[src/rtl/niosii_system_nios2_qsys_oci_dct_packer.sv]
// Delay-compressed-trace packer for the Nios II OCI trace path.
//
// Packs 2-bit trace atoms, oldest at the MSB side, into a 30-bit buffer of up to 15 atoms.
// A frame is queued when the buffer fills or on flush. Frames go into a small circular
// frame FIFO that drains to the trace memory writer.
//
// Ports:
//   clk, reset            - single clock, synchronous active-high reset
//   atom_valid, atom      - one trace atom per cycle, no backpressure
//   flush                 - push the partial buffer (with any same-cycle atom) as one frame
//   frame_valid/data/count, frame_ready - FIFO head and valid/ready handshake
//   dct_buffer, dct_count - live packing buffer and fill level (0..14)
//   overflow, drop_count  - sticky drop flag and saturating drop counter
//   overflow_clr          - clears overflow and drop_count, wins over a same-cycle drop
module niosii_system_nios2_qsys_oci_dct_packer #(
   parameter int unsigned OUT_DEPTH = 4
) (
   input  logic        clk,
   input  logic        reset,
   input  logic        atom_valid,
   input  logic [1:0]  atom,
   input  logic        flush,
   output logic        frame_valid,
   output logic [29:0] frame_data,
   output logic [3:0]  frame_count,
   input  logic        frame_ready,
   output logic [29:0] dct_buffer,
   output logic [3:0]  dct_count,
   output logic        overflow,
   input  logic        overflow_clr,
   output logic [7:0]  drop_count
);

   localparam int unsigned AW = (OUT_DEPTH > 1) ? $clog2(OUT_DEPTH) : 1;

   logic [29:0]   buf_q, buf_d;
   logic [3:0]    cnt_q, cnt_d;
   logic [33:0]   mem_q [OUT_DEPTH];
   logic [33:0]   mem_d [OUT_DEPTH];
   logic [AW-1:0] wptr_q, wptr_d, rptr_q, rptr_d;
   logic [AW:0]   occ_q, occ_d;
   logic          ovf_q, ovf_d;
   logic [7:0]    drop_q, drop_d;

   logic [29:0] buf_app;
   logic [3:0]  cnt_app;
   logic        push, pop, push_ok, full;
   logic [33:0] push_word;

   // Packing buffer and push request
   always_comb begin
      buf_app   = {buf_q[27:0], atom};
      cnt_app   = cnt_q + 4'd1;
      buf_d     = buf_q;
      cnt_d     = cnt_q;
      push      = 1'b0;
      push_word = '0;
      if (atom_valid) begin
         if (flush || (cnt_app == 4'd15)) begin
            // Atom first, then a single frame of cnt_app atoms
            push      = 1'b1;
            push_word = {buf_app, cnt_app};
            buf_d     = '0;
            cnt_d     = '0;
         end else begin
            buf_d = buf_app;
            cnt_d = cnt_app;
         end
      end else if (flush && (cnt_q != 4'd0)) begin
         push      = 1'b1;
         push_word = {buf_q, cnt_q};
         buf_d     = '0;
         cnt_d     = '0;
      end
   end

   // Frame FIFO; a pop frees its slot for a same-cycle push into a full FIFO
   always_comb begin
      full    = (occ_q == (AW+1)'(OUT_DEPTH));
      pop     = (occ_q != '0) && frame_ready;
      push_ok = push && (!full || pop);
      mem_d   = mem_q;
      wptr_d  = wptr_q;
      rptr_d  = rptr_q;
      occ_d   = occ_q;
      if (push_ok) begin
         mem_d[wptr_q] = push_word;
         wptr_d        = wptr_q + 1'b1;
      end
      if (pop) begin
         rptr_d = rptr_q + 1'b1;
      end
      if (push_ok && !pop) begin
         occ_d = occ_q + 1'b1;
      end else if (!push_ok && pop) begin
         occ_d = occ_q - 1'b1;
      end
   end

   // Overflow tracking
   always_comb begin
      ovf_d  = ovf_q;
      drop_d = drop_q;
      if (overflow_clr) begin
         ovf_d  = 1'b0;
         drop_d = '0;
      end else if (push && !push_ok) begin
         ovf_d = 1'b1;
         if (drop_q != 8'hFF) begin
            drop_d = drop_q + 8'd1;
         end
      end
   end

   always_ff @(posedge clk) begin
      if (reset) begin
         buf_q  <= '0;
         cnt_q  <= '0;
         wptr_q <= '0;
         rptr_q <= '0;
         occ_q  <= '0;
         ovf_q  <= 1'b0;
         drop_q <= '0;
         for (int i = 0; i < OUT_DEPTH; i++) begin
            mem_q[i] <= '0;
         end
      end else begin
         buf_q  <= buf_d;
         cnt_q  <= cnt_d;
         wptr_q <= wptr_d;
         rptr_q <= rptr_d;
         occ_q  <= occ_d;
         ovf_q  <= ovf_d;
         drop_q <= drop_d;
         for (int i = 0; i < OUT_DEPTH; i++) begin
            mem_q[i] <= mem_d[i];
         end
      end
   end

   assign frame_valid = (occ_q != '0);
   assign frame_data  = mem_q[rptr_q][33:4];
   assign frame_count = mem_q[rptr_q][3:0];
   assign dct_buffer  = buf_q;
   assign dct_count   = cnt_q;
   assign overflow    = ovf_q;
   assign drop_count  = drop_q;

endmodule

[config.mk]
export PLATFORM = sky130hd
export DESIGN_NAME = niosii_system_nios2_qsys_oci_dct_packer
export DESIGN_NICKNAME = d
export VERILOG_FILES = /design/src/rtl/niosii_system_nios2_qsys_oci_dct_packer.sv
export SDC_FILE = /design/constraint.sdc
export NUM_CORES = 1
export LEC_CHECK = 0
export CAP_MARGIN = 10
export CORE_AREA = 2 2 147 149
export DETAILED_ROUTE_END_ITERATION = 8
export DIE_AREA = 0 0 149 151
export GPL_TIMING_DRIVEN = 0
export HOLD_SLACK_MARGIN = 0.12
export SYNTH_ARGS = -nofsm -noshare
export SYNTH_HDL_FRONTEND = slang
export SYNTH_SLANG_ARGS = --single-unit
[constraint.sdc]
create_clock -name clk -period 3.1 [get_ports clk]
set_input_delay 0.31 -clock clk [delete_from_list [all_inputs] [get_ports clk]]
set_output_delay 0.31 -clock clk [all_outputs]
set_load 0.01 [all_outputs]
==> results.py <==
metrics = {
    "global_route": {
        "antenna_found_initial": 0,
        "grt_pass1_vias": 7131,
        "grt_max_degree": 17,
        "overflow": 0,
        "grt_pass1_wl_um": 40920,
        "grt_util_all_layers_pct": 23.67,
    },
    "floorplan": {
        "fp.dieH_um": 151,
        "start_util_pct": 39.62,
        "num_rows": 53,
        "num_io_pins": 86,
        "die_area_um2": 22500,
        "die_w_um": 149,
        "coreArea_um2": 20820,
    },
    "yosys": {
        "synth_top_area_share_pct": 45.14,
        "synth_async_sr_flop_share_pct": 0,
        "yosysWarnings": 0,
        "synth.net_count": 865,
        "synth_flop_cell": "dfxtp_1",
        "synth_area_um2": 8249,
        "avgSynthCellArea_um2": 9.739,
        "seq_area_frac_synth_pct": 45.14,
        "synth_area_leaders": "dfxtp_1 45%, a211oi_1 12%, mux4_2 9.3%, a21oi_1 8.3%, clkbuf_1 3.5%",
        "syn_inst": 847,
        "synthTopCellsByCount": "186 x dfxtp_1, 136 x a21oi_1, 131 x a211oi_1",
        "synth_edf_count": 0,
        "yosysUniqueCellTypes": 43,
        "synth.most_common_cell": "dfxtp_1",
        "synth_top_area_cell": "dfxtp_1",
        "ys_ff_latch": 186,
    },
    "route": {
        "via_per_inst": 5.911,
        "via_count": 7324,
        "wl_per_cell_um": 20.79,
        "ant_nets": 0,
        "drt-initial-drc-count": 602,
        "first_pass_iters": 5,
        "drt_drc_violations_left": 0,
        "drt_wl_total_um": 25760,
    },
    "clock_tree": {
        "clk_pin_slew_ns": 0.07,
        "cts_sinks": 186,
        "cts_max_level": 4,
        "cts_buffers": 17,
        "root_buffer": "clkbuf_16",
        "clk_latency_ns": 0.44,
        "cts_buffer_depth": 2,
        "cts_tree": "yes",
        "cts_hold_buf": 0,
    },
    "pwr": {
        "vdd_drop_max_v": 0.0003720,
        "powerDensity_nw_per_um2": 575.6,
        "p_leak_nw": 3.169,
    },
    "sta": {
        "relSlewSlack_pct": 29.28,
        "worst_pin_slew_ns": 1.057,
        "finalMaxSlewViolations": 0,
        "setup-violations-final": 0,
        "maxClockFrequency_ghz": 0.3406,
        "finalClockSkew_ns": 0.01447,
        "tns_ns": 0,
        "hold_violations": 0,
        "period_share_pct": 94.70,
        "rsz0062_at_grt": "false",
        "period_needed_ns": 2.936,
    },
    "place": {
        "port_buffers": 85,
        "post_dp_cell_area_um2": 9444,
        "gp_congestion": 0.8639,
        "hpwlAfterDp_um": 18140,
    },
    "status": {
        "status": "finished, final reports clean",
    },
    "worst_hold_path": {
        "hold_path.class": "reg -> reg",
    },
    "worst_setup_path": {
        "endpoint_kind": "register",
        "worstPathRequired_ns": 3.46,
        "critPathKind": "reg -> reg",
        "arrival_ns": 3.29,
        "crit_path_start_kind": "register",
        "crit_fanout": 10,
    },
    "final_layout": {
        "post-route-cell-area_um2": 10190,
        "final_layout_size_suffix_gt1_share_pct": 10.89,
        "diodes": 0,
        "syn_to_final_growth_pct": 23.56,
        "fin_nets": 972,
    },
    "run": {
        "maxCapViolations": 0,
    },
}
report_power, final:
group	switching [mW]	internal [mW]	leakage [nW]
Combinational	0.538	0.451	1.37
Clock	0.952	1.37	0.293
Sequential	0.0749	2.48	1.51
Total	1.56	4.30	3.17
sequential cells by signal, summed over array words and instances, names as in the netlist:
signal / cells
drop_count: 8
mem_q: 136
overflow: 1
dct_buffer: 30
occ_q: 3
dct_count: 4
rptr_q: 2
wptr_q: 2
placed cells by master, fill, tap and decap left out, types with 3 or more instances in the layout:
cell	netlist	routed
nor4b_4	1	5
bufinv_16	0	4
xor2_1	4	4
nor2_1	42	42
or3_1	7	6
mux2i_1	11	11
mux4_2	34	34
a211oi_1	131	131
nor3_1	7	7
a22oi_1	31	31
a21oi_1	136	135
clkdlybuf4s15_2	0	3
dfxtp_1	186	183
clkdlybuf4s50_1	0	85
nand3_1	8	8
clkbuf_1	77	68
clkbuf_16	0	17
buf_2	8	9
nand2b_1	11	11
nand4_1	3	3
a31oi_1	36	36
nand2_1	12	12
ha_1	9	8
and2_1	35	35
o31ai_1	4	4
clkbuf_2	0	9
o21ai_0	5	5
inv_1	10	9
buf_4	0	4
and3_1	3	3
metal layers:
layer | share of wire [%] | track usage (%) | vias up | wire length (um)
met3 | 6.6 | 4.729 | 34 | 1691
li1 | - | - | 3444 | -
met2 | 46 | 36.87 | 253 | 11790
met4 | 1.8 | 6.619 | 0 | 476
met5 | 0 | 0 | - | 0
met1 | 46 | 33.49 | 3593 | 11810
path summary, 6_finish.rpt:
| path | start | end | slack (ns) | depth (start not counted) |
|---|---|---|---|---|
| max | dct_count[0]$_SDFFE_PP0P_ | mem_q[2]$_SDFFE_PP0P_ | 0.16 | 10 |
| min | overflow$_SDFFE_PP0P_ | overflow$_SDFFE_PP0P_ | 0.47 | 2 |
| max reg2reg | dct_count[0]$_SDFFE_PP0P_ | mem_q[2]$_SDFFE_PP0P_ | 0.16 | 10 |
| min reg2reg | overflow$_SDFFE_PP0P_ | overflow$_SDFFE_PP0P_ | 0.47 | 2 |
kinds of logic after synthesis:
group                      share of synthesized area [%]
AOI/OAI and AO/OA                                  27.36
xor gates and xnor gates                          0.6370
adders and majority gates                          1.608
buffers and inverters                              4.717
DFF                                                45.14
muxes                                              10.62
and+or+nand+nor                                    9.920
final cells by class:
| cell class | count | area [um^2] |
|---|---|---|
| inverter | 10 | 37.54 |
| clock buffer | 19 | 442.9 |
| tap | 275 | 344.1 |
| timing repair buffer | 89 | 880.8 |
| buffer | 90 | 390.4 |
| sequential | 186 | 3732 |
| fill | 2016 | 10630 |
| clock inverter | 10 | 168.9 |
| multi-input combinational | 560 | 4195 |
through the flow:
stage | setup slack (ns) | cells | util (%) | power (mW) | hold slack, ns
floorplan | 0.1241 | 847 | - | 3.204 | 0.3885
global placement | -0.2154 | 1207 | 45.36 | 3.559 | 0.4571
detailed placement | -0.1989 | 1207 | 45.36 | 3.573 | 0.4643
CTS | -0.009605 | 1235 | 48.44 | 5.868 | 0.4768
global route | 0.01037 | 1239 | 48.95 | 6.110 | 0.4874
finish | 0.1642 | 1239 | 48.95 | 5.867 | 0.4713
worst max-delay path: stages (launching register included):
cell	delay [ns]
dfxtp_4	0.38
inv_2	0.06
ha_1	0.19
nor3b_2	0.17
o21a_2	0.29
buf_4	0.18
nor4b_4	0.44
and2_1	0.19
clkbuf_1	0.38
buf_2	0.36
mux2i_1	0.22
repair_timing:
action                                  CTS  global route
buffers inserted                          0             4
resized for setup                        14            31
pin swaps                                 0             3
endpoints found under the setup margin  122           108
Power figures use the tool's default switching activity.
